<file path="src/rtl/uart_pkg.sv">
// Shared definitions for the UART receive controller: FSM state encoding
// and default configuration constants.
package uart_pkg;

    typedef enum logic [1:0] {
        ST_IDLE     = 2'd0,
        ST_RESET_RX = 2'd1,
        ST_HOLDOFF  = 2'd2,
        ST_RUN      = 2'd3
    } rx_state_e;

    localparam int CLK_DIV       = 9;
    localparam int HOLDOFF_TICKS = 200;
    localparam int BYTE_W        = 8;
    localparam int FIFO_DEPTH    = 4;
    localparam int RST_CYCLES    = 4;
    localparam int ERR_CNT_W     = 8;

endpackage

</file>
<file path="src/rtl/uart_rx_fifo.sv">
// Small byte FIFO with extra-MSB pointers. A push on a full FIFO is accepted
// only when a pop happens in the same cycle; otherwise it is reported as a drop.
module uart_rx_fifo
    import uart_pkg::*;
#(
    parameter int P_DEPTH = FIFO_DEPTH,
    parameter int P_WIDTH = BYTE_W
) (
    input  logic               i_clk,
    input  logic               i_reset,
    input  logic               i_push,
    input  logic [P_WIDTH-1:0] i_data,
    input  logic               i_pop,
    output logic [P_WIDTH-1:0] o_data,
    output logic               o_full,
    output logic               o_empty,
    output logic               o_drop
);

    localparam int AW = $clog2(P_DEPTH);

    logic [AW:0]        r_wptr;
    logic [AW:0]        r_rptr;
    logic [P_WIDTH-1:0] r_mem [P_DEPTH];

    logic w_full;
    logic w_empty;
    logic w_do_pop;
    logic w_do_push;

    assign w_empty   = (r_wptr == r_rptr);
    assign w_full    = (r_wptr[AW] != r_rptr[AW]) && (r_wptr[AW-1:0] == r_rptr[AW-1:0]);
    assign w_do_pop  = i_pop && !w_empty;
    assign w_do_push = i_push && (!w_full || w_do_pop);

    assign o_data  = r_mem[r_rptr[AW-1:0]];
    assign o_full  = w_full;
    assign o_empty = w_empty;
    assign o_drop  = i_push && w_full && !w_do_pop;

    // Pointer and storage update; reset flushes both so the head reads as zero.
    always_ff @(posedge i_clk) begin
        if (i_reset) begin
            r_wptr <= '0;
            r_rptr <= '0;
            for (int i = 0; i < P_DEPTH; i++) begin
                r_mem[i] <= '0;
            end
        end else begin
            if (w_do_push) begin
                r_mem[r_wptr[AW-1:0]] <= i_data;
                r_wptr                <= r_wptr + (AW+1)'(1);
            end
            if (w_do_pop) begin
                r_rptr <= r_rptr + (AW+1)'(1);
            end
        end
    end

endmodule

</file>
<file path="src/rtl/uart_rx_ctrl.sv">
// Sequencer for the UART receiver: x16 baud tick generation, receiver reset
// ownership with reset/holdoff recovery after framing errors, byte capture
// into a FIFO, saturating error counter and sticky overflow flag.
module uart_rx_ctrl
    import uart_pkg::*;
#(
    parameter int P_CLK_DIV       = CLK_DIV,
    parameter int P_FIFO_DEPTH    = FIFO_DEPTH,
    parameter int P_RST_CYCLES    = RST_CYCLES,
    parameter int P_HOLDOFF_TICKS = HOLDOFF_TICKS,
    parameter int P_ERR_CNT_W     = ERR_CNT_W
) (
    input  logic                   CLK,
    input  logic                   reset,
    input  logic                   enable,
    input  logic                   clr,
    input  logic [7:0]             rx_Do,
    input  logic                   rx_valid,
    input  logic                   rx_error,
    output logic                   x16_BAUD,
    output logic                   rx_reset,
    output logic [7:0]             m_data,
    output logic                   m_valid,
    input  logic                   m_ready,
    output logic [P_ERR_CNT_W-1:0] err_count,
    output logic                   overflow
);

    localparam int DIV_W  = $clog2(P_CLK_DIV);
    localparam int HOLD_W = $clog2(P_HOLDOFF_TICKS + 1);
    localparam int RST_W  = $clog2(P_RST_CYCLES + 1);

    localparam logic [DIV_W-1:0]  DIV_LAST  = DIV_W'(P_CLK_DIV - 1);
    localparam logic [HOLD_W-1:0] HOLD_INIT = HOLD_W'(P_HOLDOFF_TICKS);
    localparam logic [RST_W-1:0]  RST_INIT  = RST_W'(P_RST_CYCLES - 1);

    rx_state_e             r_state;
    rx_state_e             w_state_nxt;
    logic [DIV_W-1:0]      r_div;
    logic [HOLD_W-1:0]     r_hold_cnt;
    logic [HOLD_W-1:0]     w_hold_cnt_nxt;
    logic [RST_W-1:0]      r_rst_cnt;
    logic [RST_W-1:0]      w_rst_cnt_nxt;
    logic                  r_valid_q;
    logic                  r_err_q;
    logic [P_ERR_CNT_W-1:0] r_err_count;
    logic                  r_overflow;

    logic w_tick;
    logic w_valid_evt;
    logic w_err_evt;
    logic w_push;
    logic w_err_inc;
    logic w_empty;
    logic w_full;
    logic w_drop;

    assign w_tick      = (r_div == DIV_LAST);
    assign w_valid_evt = rx_valid & ~r_valid_q;
    assign w_err_evt   = rx_error & ~r_err_q;

    assign x16_BAUD  = w_tick;
    assign rx_reset  = (r_state == ST_IDLE) || (r_state == ST_RESET_RX);
    assign m_valid   = ~w_empty;
    assign err_count = r_err_count;
    assign overflow  = r_overflow;

    // Baud divider: free-runs 0..P_CLK_DIV-1 while enabled, parked at zero otherwise.
    always_ff @(posedge CLK) begin
        if (reset) begin
            r_div <= '0;
        end else if (!enable) begin
            r_div <= '0;
        end else if (w_tick) begin
            r_div <= '0;
        end else begin
            r_div <= r_div + DIV_W'(1);
        end
    end

    // Delayed copies of the receiver strobes for rising-edge detection.
    always_ff @(posedge CLK) begin
        if (reset) begin
            r_valid_q <= 1'b0;
            r_err_q   <= 1'b0;
        end else begin
            r_valid_q <= rx_valid;
            r_err_q   <= rx_error;
        end
    end

    // Next-state, recovery counters and capture/error strobes.
    always_comb begin
        w_state_nxt    = r_state;
        w_hold_cnt_nxt = r_hold_cnt;
        w_rst_cnt_nxt  = r_rst_cnt;
        w_push         = 1'b0;
        w_err_inc      = 1'b0;
        if (!enable) begin
            w_state_nxt = ST_IDLE;
        end else begin
            case (r_state)
                ST_IDLE: begin
                    w_state_nxt    = ST_HOLDOFF;
                    w_hold_cnt_nxt = HOLD_INIT;
                end
                ST_RESET_RX: begin
                    if (r_rst_cnt == RST_W'(0)) begin
                        w_state_nxt    = ST_HOLDOFF;
                        w_hold_cnt_nxt = HOLD_INIT;
                    end else begin
                        w_rst_cnt_nxt = r_rst_cnt - RST_W'(1);
                    end
                end
                ST_HOLDOFF: begin
                    if (w_err_evt) begin
                        w_state_nxt   = ST_RESET_RX;
                        w_rst_cnt_nxt = RST_INIT;
                        w_err_inc     = 1'b1;
                    end else if (w_tick) begin
                        // The tick that brings the count to zero releases the receiver.
                        if (r_hold_cnt == HOLD_W'(1)) begin
                            w_state_nxt = ST_RUN;
                        end else begin
                            w_state_nxt = ST_HOLDOFF;
                        end
                        w_hold_cnt_nxt = r_hold_cnt - HOLD_W'(1);
                    end else begin
                        w_state_nxt = ST_HOLDOFF;
                    end
                end
                ST_RUN: begin
                    if (w_err_evt) begin
                        // A byte arriving alongside the error is discarded.
                        w_state_nxt   = ST_RESET_RX;
                        w_rst_cnt_nxt = RST_INIT;
                        w_err_inc     = 1'b1;
                    end else if (w_valid_evt) begin
                        w_push = 1'b1;
                    end else begin
                        w_push = 1'b0;
                    end
                end
                default: begin
                    w_state_nxt = ST_IDLE;
                end
            endcase
        end
    end

    // State and recovery counter registers.
    always_ff @(posedge CLK) begin
        if (reset) begin
            r_state    <= ST_IDLE;
            r_hold_cnt <= '0;
            r_rst_cnt  <= '0;
        end else begin
            r_state    <= w_state_nxt;
            r_hold_cnt <= w_hold_cnt_nxt;
            r_rst_cnt  <= w_rst_cnt_nxt;
        end
    end

    // Saturating error counter; clr wins over a same-cycle increment.
    always_ff @(posedge CLK) begin
        if (reset) begin
            r_err_count <= '0;
        end else if (clr) begin
            r_err_count <= '0;
        end else if (w_err_inc && (r_err_count != '1)) begin
            r_err_count <= r_err_count + P_ERR_CNT_W'(1);
        end else begin
            r_err_count <= r_err_count;
        end
    end

    // Sticky overflow flag; clr wins over a same-cycle drop.
    always_ff @(posedge CLK) begin
        if (reset) begin
            r_overflow <= 1'b0;
        end else if (clr) begin
            r_overflow <= 1'b0;
        end else if (w_drop) begin
            r_overflow <= 1'b1;
        end else begin
            r_overflow <= r_overflow;
        end
    end

    uart_rx_fifo #(
        .P_DEPTH (P_FIFO_DEPTH),
        .P_WIDTH (BYTE_W)
    ) u_fifo (
        .i_clk   (CLK),
        .i_reset (reset),
        .i_push  (w_push),
        .i_data  (rx_Do),
        .i_pop   (m_ready),
        .o_data  (m_data),
        .o_full  (w_full),
        .o_empty (w_empty),
        .o_drop  (w_drop)
    );

endmodule
</file>
<file path="config.mk">
export PLATFORM = sky130hd
export DESIGN_NAME = uart_rx_ctrl
export DESIGN_NICKNAME = d
export VERILOG_FILES = /design/src/rtl/uart_pkg.sv /design/src/rtl/uart_rx_fifo.sv /design/src/rtl/uart_rx_ctrl.sv
export SDC_FILE = /design/constraint.sdc
export NUM_CORES = 1
export LEC_CHECK = 0
export ABC_CLOCK_PERIOD_IN_PS = 3550
export CAP_MARGIN = 40
export CORE_ASPECT_RATIO = 1.5
export CORE_MARGIN = 3
export CORE_UTILIZATION = 39
export DETAILED_ROUTE_END_ITERATION = 12
export PLACE_DENSITY = 0.62
export SLEW_MARGIN = 25
export SYNTH_ARGS = -nofsm -noshare
export SYNTH_HDL_FRONTEND = slang
export SYNTH_SLANG_ARGS = --single-unit
</file>
<file path="constraint.sdc">
create_clock -name CLK -period 3.55 [get_ports CLK]
set_input_delay 0.71 -clock CLK [delete_from_list [all_inputs] [get_ports CLK]]
set_output_delay 0.71 -clock CLK [all_outputs]
set_load 0.005 [all_outputs]
</file>
; Word-level counts from Yosys, hierarchy flattened
; Memory sizes are Yosys's and may differ from the RTL's. A register that Yosys moved wholly into a read port is not among the register bits.
; Cells that the tools add are included.
[word_totals]
ff_bits = 34
latchBits = 0
ramBits = 32
romBits = 0
in_bits = 15
memories = 1
[op_classes]
n_addsub = 6
n_mul = 0
div = 0
order_cmp = 0
n_eq_ne = 15
shifts = 0
muxes = 30
bitwise = 6
reduce_logical = 23
[mem_list]
columns = memory, words, word_bits, rd, rd_clocked_by_memory_dff, write_ports, line_no
row1 = u_fifo.r_mem, 4, 8, 1, 1, 4, uart_rx_fifo.sv:24  ; logic [P_WIDTH-1:0] r_mem [P_DEPTH];
[ops]
columns = op, count
row1 = 8-bit two-way mux, 4
row2 = 8-bit one-hot mux with 3 select lines, 1
row3 = 1-bit two-way mux, 14
row4 = 2-bit two-way mux, 7
row5 = "8-bit by 1-bit adder with 8-bit output, second input constant", 1
row6 = "8-bit by 1-bit equality test with 1-bit output, second input constant", 1
row7 = "2-bit inequality test, second input constant", 4
row8 = "8-bit inequality test, second input constant", 1
row9 = 2-bit one-hot mux with 4 select lines, 1
row10 = 8-bit OR reduction, 1
row11 = "8-bit by 1-bit subtractor with 8-bit output, second input constant", 1
row12 = "3-bit by 1-bit adder with 3-bit output, second input constant", 2
row13 = 1-bit logical AND, 6
row14 = 3-bit two-way mux, 2
row15 = 3-bit one-hot mux with 2 select lines, 1
row16 = 2-bit OR reduction, 3
row17 = 5-bit AND reduction, 1
row18 = "4-bit by 1-bit adder with 4-bit output, second input constant", 1
row19 = "2-bit equality test, second input constant", 2
row20 = "4-bit equality test, second input constant", 1
row21 = "2-bit by 1-bit inequality test with 1-bit output, second input constant", 2
row22 = 1-bit NOT, 4
row23 = 4-bit AND reduction, 1
row24 = 3-bit equality test, 1
row25 = 13 further kinds, 17

; Logic depth before layout (Yosys ltp)
; Gate-level depths: netlist of the first run.
[depth]
word_depth = 12
ltp_mapped = 8

; Modules after synthesis
; A second synthesis of the first run with hierarchy kept.
[hier_totals]
hier_cells = 295
hier_area_um2 = 3263.1
[by_module_without_submodules]
columns = mod, n_inst, cells_each, area_each_um2
row1 = uart_rx_fifo, 1, 145, 1918.1
row2 = uart_rx_ctrl, 1, 150, 1345.0

; Least setup slack after synthesis of the first run
; OpenSTA, ideal clock, no wires.
[synth_timing]
path_kind = input -> register
from = in enable
to = mem u_fifo.r_mem[1][0] in the netlist's numbering, enable pin
setup_ps = 331
arrival_time_ps = 2008
t_required_ps = 3219
setup_slack_ps = 1211
path_stages = 6
path_cell_list = buf_2 -> and2_1 -> nand3_1 -> nor3_4 -> buf_2 -> a31o_1
[synth_lines]
columns = item, line_no
row1 = "start, declared", uart_rx_ctrl.sv:15  ; input logic enable,
row2 = "end, declared", uart_rx_fifo.sv:24

; Worst setup path after layout of the first run
[layout_timing]
from = reg u_fifo.r_wptr[0]
to = out m_valid
[layout_between]
elab_chain_len = 2
[layout_lines]
columns = item, line_no
row1 = "start, declared", uart_rx_fifo.sv:22  ; logic [AW:0] r_wptr;
row2 = "start signal, assigned", uart_rx_fifo.sv:52  ; r_wptr <= r_wptr + (AW+1)'(1);
row3 = 3-bit equality test, uart_rx_fifo.sv:31  ; assign w_empty = (r_wptr == r_rptr);
row4 = 1-bit NOT, uart_rx_ctrl.sv:64  ; assign m_valid = ~w_empty;
row5 = "end, declared", uart_rx_ctrl.sv:23  ; output logic m_valid,
; No other way between the ends.

==> flow_metrics.tcl, run 1 <==
set metrics [dict create \
    grt_usage 0.1458 \
    async_flop_share 0 \
    grt_pass1_vias 2358 \
    maxCapViolCount 0 \
    clock-root-buffer "clkbuf_16" \
    port_buffers 34 \
    path_max_fanout 16 \
    final_nets 346 \
    antennaDiodeCount 0 \
    drt-total-wl_um 6258 \
    rr_endpoint "u_fifo.r_mem[0][5]" \
    dpl.cell_count 416 \
    firstDrtPassIters 4 \
    gp_congestion 0.7862 \
    synth_area_um2 3251 \
    worst_setup_path_end_kind "output port" \
    synth_ff_type "dfxtp_1" \
    reg2reg_setup_slack_ns 1.18 \
    p_per_area_nw_per_um2 451.7 \
    antenna_found_initial 0 \
    start_util 0.4034 \
    hold_viol 0 \
    finalSetupTns_ns 0 \
    finalSetupViolCount 0 \
    htreeDepth 3 \
    dieHeight_um 117.8 \
    fmax_mhz 365.4 \
    ant_nets 0 \
    power_mw 1.803 \
    stdcell_count 432 \
    synth_common_cells "dfxtp_1, edfxtp_1, and2_1, nor2_1, inv_1" \
    post-cts-setup-buffers 0 \
    synthTopCellsByArea "edfxtp_1, dfxtp_1, mux4_2" \
    hold_depth 1 \
    arrival_ns 2.03 \
    synth_seq_area_share 0.5173 \
    clock_latency_ns 0.33 \
    ir_drop_mv 0.2668 \
    drt_iter0_markers 127 \
    numCtsBuffers 9 \
    cts_tree "built" \
    slew_viol_final 0 \
    hp-class "flip-flop to flip-flop" \
    criticalPathCategory "flip-flop to output port" \
    areaGrowthSynthToFinish_pct 22.79 \
    nFillCells 725 \
    synth_cell_types 53 \
    period_minus_slack_ns 2.737 \
    yosysTopAreaCell "edfxtp_1" \
    num_rows 40 \
    crit_required_ns 2.84 \
    cts-hold-fix-buffers 0 \
    grt_overflow 0 \
    grt_max_degree 17 \
    cts-resized-gates 0 \
    grt_pass1_wl_um 10730 \
    vias 2286 \
    core_um2 8058 \
    holdPathEnd "r_div[0]" \
    synth-seq-cells 68 \
    synthCells 284 \
    p_leak_nw 1.498 \
    dp_hpwl_um 4571 \
    finClkSkew_ns 0.003243 \
    syn_nets 308 \
    die-area_um2 9489 \
    wire_per_inst_um 14.49 \
    rsz0062_at_grt "no" \
    via_per_inst 5.292 \
    cp_cell_sequence "xor2_1, or3_1, clkdlybuf4s50_1" \
    slowest_delay_ns 0.63 \
    fp.dieW_um 80.54 \
    worstHoldStart "r_div[0]" \
    clock_path_buffers 2 \
    synth_area_per_cell_um2 11.45 \
    drc 0 \
    crit_buf_inv 1 \
    synthDominantCellAreaShare 0.2956 \
    ff_latch_area_um2 1682 \
    yosysMostFrequentCell "dfxtp_1" \
    tightest_slew_ns 0.5946 \
    rr_startpoint "u_fifo.r_wptr[0]" \
    cp_top_family "flip-flops" \
    reg2reg_depth 5 \
    cts.sinks 68 \
    slowest_stage "dfxtp_1" \
    yosysWarnings 0 \
    timing.final.crit_share 0.7710 \
    setup.worst_path.start_class "flip-flop" \
    hold_ws_ns 0.4679 \
    status "finished clean" \
    synth-edff-count 32 \
    drive_above_1_share 0.1193 \
    ioPinCount 35 \
    multiInputGateArea_um2 1471 \
    timing.max_slew.rel_slack 0.6019 \
    critical_path_cell_count 3 \
    clkTransAtPathRegs_ns 0.05 \
]
metal layers:
layer	vias up	GRT usage	routed length (um)
met5	-	0	0
met4	0	0.09725	163
met3	10	0.02833	237
met2	48	0.2453	3264
met1	1101	0.1619	2593
li1	1127	-	-
cells by family (layout without fill, tap and decap cells):
logic type / Yosys count / in the layout / share of synthesized area
muxes: 14 / 14 / 0.07506
buffers and inverters: 25 / 68 / 0.03002
xor gates and xnor gates: 10 / 10 / 0.02695
AOI/OAI and AO/OA: 38 / 38 / 0.08584
and+or+nand+nor: 120 / 120 / 0.2302
adders and majority gates: 9 / 9 / 0.03464
DFF: 68 / 68 / 0.5173
worst max path at each step:
stage | startpoint | end | slack [ns]
floorplan | enable | u_fifo.r_mem[1][0] | 1.21
global placement | enable | u_fifo.r_mem[2][6] | 0.67
detailed placement | enable | u_fifo.r_mem[2][5] | 0.60
CTS | flip-flop | m_data[5] | 0.75
global route | flip-flop | m_data[5] | 0.69
finish | u_fifo.r_wptr[0] | m_valid | 0.81
flip-flops by register name, indices dropped and copies added (netlist names), named ones only:
signal	flops
u_fifo.r_mem	32
err_count	8
r_hold_cnt	8
r_div	4
r_rst_cnt	3
u_fifo.r_rptr	3
u_fifo.r_wptr	3
r_state	2
overflow	1
r_err_q	1
r_valid_q	1
where the power goes:
group	switching, mW	internal, mW
Clock	0.307	0.535
Combinational	0.0551	0.0492
Sequential	0.0146	0.842
layout make-up:
type / instances / share of cell area
Clock buffer: 10 / 0.05737
Inverter: 14 / 0.01317
Multi-Input combinational cell: 191 / 0.3687
Tap cell: 105 / 0.03292
Sequential cell: 68 / 0.4213
Timing Repair Buffer: 38 / 0.09279
Clock inverter: 6 / 0.01379
layout by cell type, fill, tap and decap left out, types with 3 or more instances in the layout:
| cell type | n |
|---|---|
| nand2b_1 | 4 |
| nor4_1 | 3 |
| mux4_2 | 8 |
| edfxtp_1 | 32 |
| nor3_1 | 6 |
| clkdlybuf4s50_1 | 34 |
| a21oi_1 | 9 |
| and3b_1 | 3 |
| buf_4 | 4 |
| nor2_1 | 22 |
| ha_1 | 9 |
| clkbuf_16 | 9 |
| a211oi_1 | 3 |
| a31o_2 | 4 |
| o31ai_1 | 5 |
| inv_1 | 14 |
| nand3_1 | 4 |
| dfxtp_1 | 36 |
| and4_1 | 10 |
| and2_1 | 25 |
| nor2b_1 | 6 |
| and3_1 | 4 |
| or3_1 | 7 |
| mux2i_1 | 3 |
| xor2_1 | 8 |
| nand2_1 | 10 |
| or2_2 | 3 |
worst register-to-register path, stage by stage, from the launching register on:
cell	delay, ns
dfxtp_1	0.63
xor2_1	0.24
nor4b_4	0.57
nor3_2	0.11
buf_4	0.18
or2_2	0.37
metrics by stage:
stage / cell area, um2 / setup WS (ns) / utilization
floorplan: 3251 / 1.211 / -
global placement: 3707 / 0.6652 / 0.4601
detailed placement: 3707 / 0.5976 / 0.4601
CTS: 3991 / 0.7522 / 0.4953
global route: 3991 / 0.6902 / 0.4953
finish: 3991 / 0.8130 / 0.4953
Power figures use the tool's default switching activity.
==> run 2, diff against run 1 <==
--- a/config.mk
+++ b/config.mk
@@ -5,13 +5,13 @@
 export SDC_FILE = /design/constraint.sdc
 export NUM_CORES = 1
 export LEC_CHECK = 0
-export ABC_CLOCK_PERIOD_IN_PS = 3550
+export ABC_CLOCK_PERIOD_IN_PS = 2500
 export CAP_MARGIN = 40
 export CORE_ASPECT_RATIO = 1.5
 export CORE_MARGIN = 3
 export CORE_UTILIZATION = 39
 export DETAILED_ROUTE_END_ITERATION = 12
-export PLACE_DENSITY = 0.62
+export PLACE_DENSITY = 0.64
 export SLEW_MARGIN = 25
 export SYNTH_ARGS = -nofsm -noshare
 export SYNTH_HDL_FRONTEND = slang
==> constraint.sdc (replaced) <==
create_clock -name CLK -period 2.5 [get_ports CLK]
set_input_delay 0.5 -clock CLK [delete_from_list [all_inputs] [get_ports CLK]]
set_output_delay 0.5 -clock CLK [all_outputs]
set_load 0.005 [all_outputs]
==> run 2 against run 1 <==
Total power increased by 37%. Register-to-register slack got worse by 0.64 ns. Wire length decreased by 2.9%. Utilization increased by 0.47 points. Sequential power increased by 42%. Via count decreased by 1.2%. Hold slack got worse by 0.0019 ns. Clock power increased by 32%. First-iteration DRC count increased by 0.79%. Setup slack got worse by 0.62 ns. Final area increased by 0.94%. Largest power group unchanged.
==> flow_metrics.tcl, run 2 (synthesis gave the netlist of run 1 again) <==
set metrics [dict create \
    slowest_delay_ns 0.51 \
    tightest_slew_ns 0.4549 \
    clock_path_buffers 2 \
    start_util 0.4034 \
    cts-resized-gates 0 \
    finalSetupTns_ns 0 \
    port_buffers 34 \
    multiInputGateArea_um2 1471 \
    gp_congestion 0.8426 \
    post-cts-setup-buffers 0 \
    period_minus_slack_ns 2.306 \
    grt_pass1_wl_um 10850 \
    nFillCells 736 \
    grt_overflow 0 \
    rr_startpoint "u_fifo.r_wptr[1]" \
    core_um2 8058 \
    grt_usage 0.1452 \
    grt_max_degree 30 \
    cts.sinks 68 \
    setup.worst_path.start_class "flip-flop" \
    criticalPathCategory "flip-flop to output port" \
    hold_viol 0 \
    timing.final.crit_share 0.9224 \
    grt_pass1_vias 2312 \
    drt-total-wl_um 6079 \
    wire_per_inst_um 13.85 \
    slowest_stage "mux4_2" \
    clock_latency_ns 0.32 \
    ff_latch_area_um2 1682 \
    reg2reg_setup_slack_ns 0.54 \
    p_seq_frac 0.491 \
    antenna_found_initial 0 \
    drt_iter0_markers 128 \
    final_nets 353 \
    ioPinCount 35 \
    intPower_mw 1.931 \
    dpl.cell_count 423 \
    antennaDiodeCount 0 \
    maxCapViolCount 0 \
    die-area_um2 9489 \
    htreeDepth 3 \
    fmax_mhz 433.7 \
    via_per_inst 5.146 \
    ant_nets 0 \
    num_rows 40 \
    finalSetupViolCount 0 \
    p_clk_frac 0.449 \
    areaGrowthSynthToFinish_pct 23.94 \
    largest_reg_flops 32 \
    path_max_fanout 8 \
    status "finished clean" \
    vias 2259 \
    cts_tree "built" \
    holdPathEnd "r_div[0]" \
    fp.dieW_um 80.54 \
    clkTransAtPathRegs_ns 0.05 \
    worst_setup_path_end_kind "output port" \
    reg2reg_depth 5 \
    p_leak_nw 1.529 \
    rsz0062_at_grt "no" \
    cp_cell_sequence "buf_4, mux4_2, clkdlybuf4s50_1" \
    p_per_area_nw_per_um2 614.9 \
    firstDrtPassIters 4 \
    dp_hpwl_um 4491 \
    finClkSkew_ns 0.005031 \
    rr_endpoint "u_fifo.r_mem[2][1]" \
    stdcell_count 439 \
    slew_viol_final 0 \
    timing.max_slew.rel_slack 0.6962 \
    crit_required_ns 2.00 \
    numCtsBuffers 9 \
    p_comb_frac 0.061 \
    hp-class "flip-flop to flip-flop" \
    ir_drop_mv 0.3157 \
    layout_commonest_cell "dfxtp_1" \
    switching_power_uw 545.9 \
    top_register "u_fifo.r_mem" \
    arrival_ns 1.81 \
    worstHoldStart "r_div[0]" \
    clock-root-buffer "clkbuf_16" \
    drive_above_1_share 0.1437 \
    drc 0 \
    cts-hold-fix-buffers 0 \
    dieHeight_um 117.8 \
    hold_depth 1 \
    switching_share 0.2203 \
    final_cell_mix "dfxtp_1, clkdlybuf4s50_1, edfxtp_1" \
]
[run 2: changes by cell type in the layout (fill, tap and decap cells not counted), sizes merged]
cell / previous run / this run
buf: 4 / 11
bufinv: 1 / 0
clkbuf: 10 / 9
clkinv: 4 / 6
[run 2: metrics by stage]
stage / hold WS, ns / cell area, um2 / utilization / total power [mW] / worst slack (ns)
after CTS: 0.4754 / 4029 / 0.5000 / 2.508 / 0.1513
after floorplan: 0.4297 / 3251 / - / 1.319 / 0.3710
after global placement: 0.4420 / 3760 / 0.4666 / 1.388 / 0.1378
final: 0.4660 / 4029 / 0.5000 / 2.477 / 0.1941
after detailed placement: 0.4624 / 3760 / 0.4666 / 1.390 / 0.07962
after global routing: 0.5124 / 4029 / 0.5000 / 2.572 / 0.04761
[run 2: critical path: cells and delay by family (launching register included)]
family,cells,cell delay [ns]
multiplexers,1,0.51
flip-flops,1,0.31
buffers and inverters,2,0.67
[run 2: power by group through the flow]
stage	clock, mW	combinational (mW)	sequential [mW]
after floorplan	0	0.0868	1.23
final	1.11	0.150	1.22
after global placement	0	0.150	1.24
after CTS	1.14	0.153	1.22
after detailed placement	0	0.152	1.24
after global routing	1.18	0.171	1.22
[run 2: metal layers]
metal	routed length, um	vias to the layer above	share of wire	track usage
li1	-	1140	-	-
met1	2583	1072	0.42	0.1769
met2	3223	42	0.53	0.2417
met3	194	5	0.032	0.04135
met4	76	0	0.013	0.05074
met5	0	-	0	0
[run 2: area by class of cell]
type	count	area share
Clock buffer	9	0.05590
Clock inverter	7	0.01087
Inverter	14	0.01304
Multi-Input combinational cell	191	0.3652
Sequential cell	68	0.4174
Tap cell	105	0.03261
Timing Repair Buffer	45	0.1050
[run 2: how the worst max path moves through the flow]
| stage | from | to | depth (start not counted) |
|---|---|---|---|
| floorplan | enable | u_fifo.r_mem[1][0] | 6 |
| global placement | enable | r_hold_cnt[4] | 6 |
| detailed placement | rx_valid | u_fifo.r_mem[1][3] | 6 |
| CTS | flip-flop | m_data[7] | 3 |
| global route | u_fifo.r_wptr[1] | m_valid | 3 |
| finish | flip-flop | m_data[7] | 3 |
==> run 3, diff against run 2 <==
--- a/config.mk
+++ b/config.mk
@@ -10,6 +10,7 @@
 export CORE_ASPECT_RATIO = 1.5
 export CORE_MARGIN = 3
 export CORE_UTILIZATION = 39
+export CTS_CLUSTER_DIAMETER = 100
 export DETAILED_ROUTE_END_ITERATION = 12
 export PLACE_DENSITY = 0.64
 export SLEW_MARGIN = 25
==> results of run 3 <==
No change in the layout: final DEF, timing and power equal those of run 2.
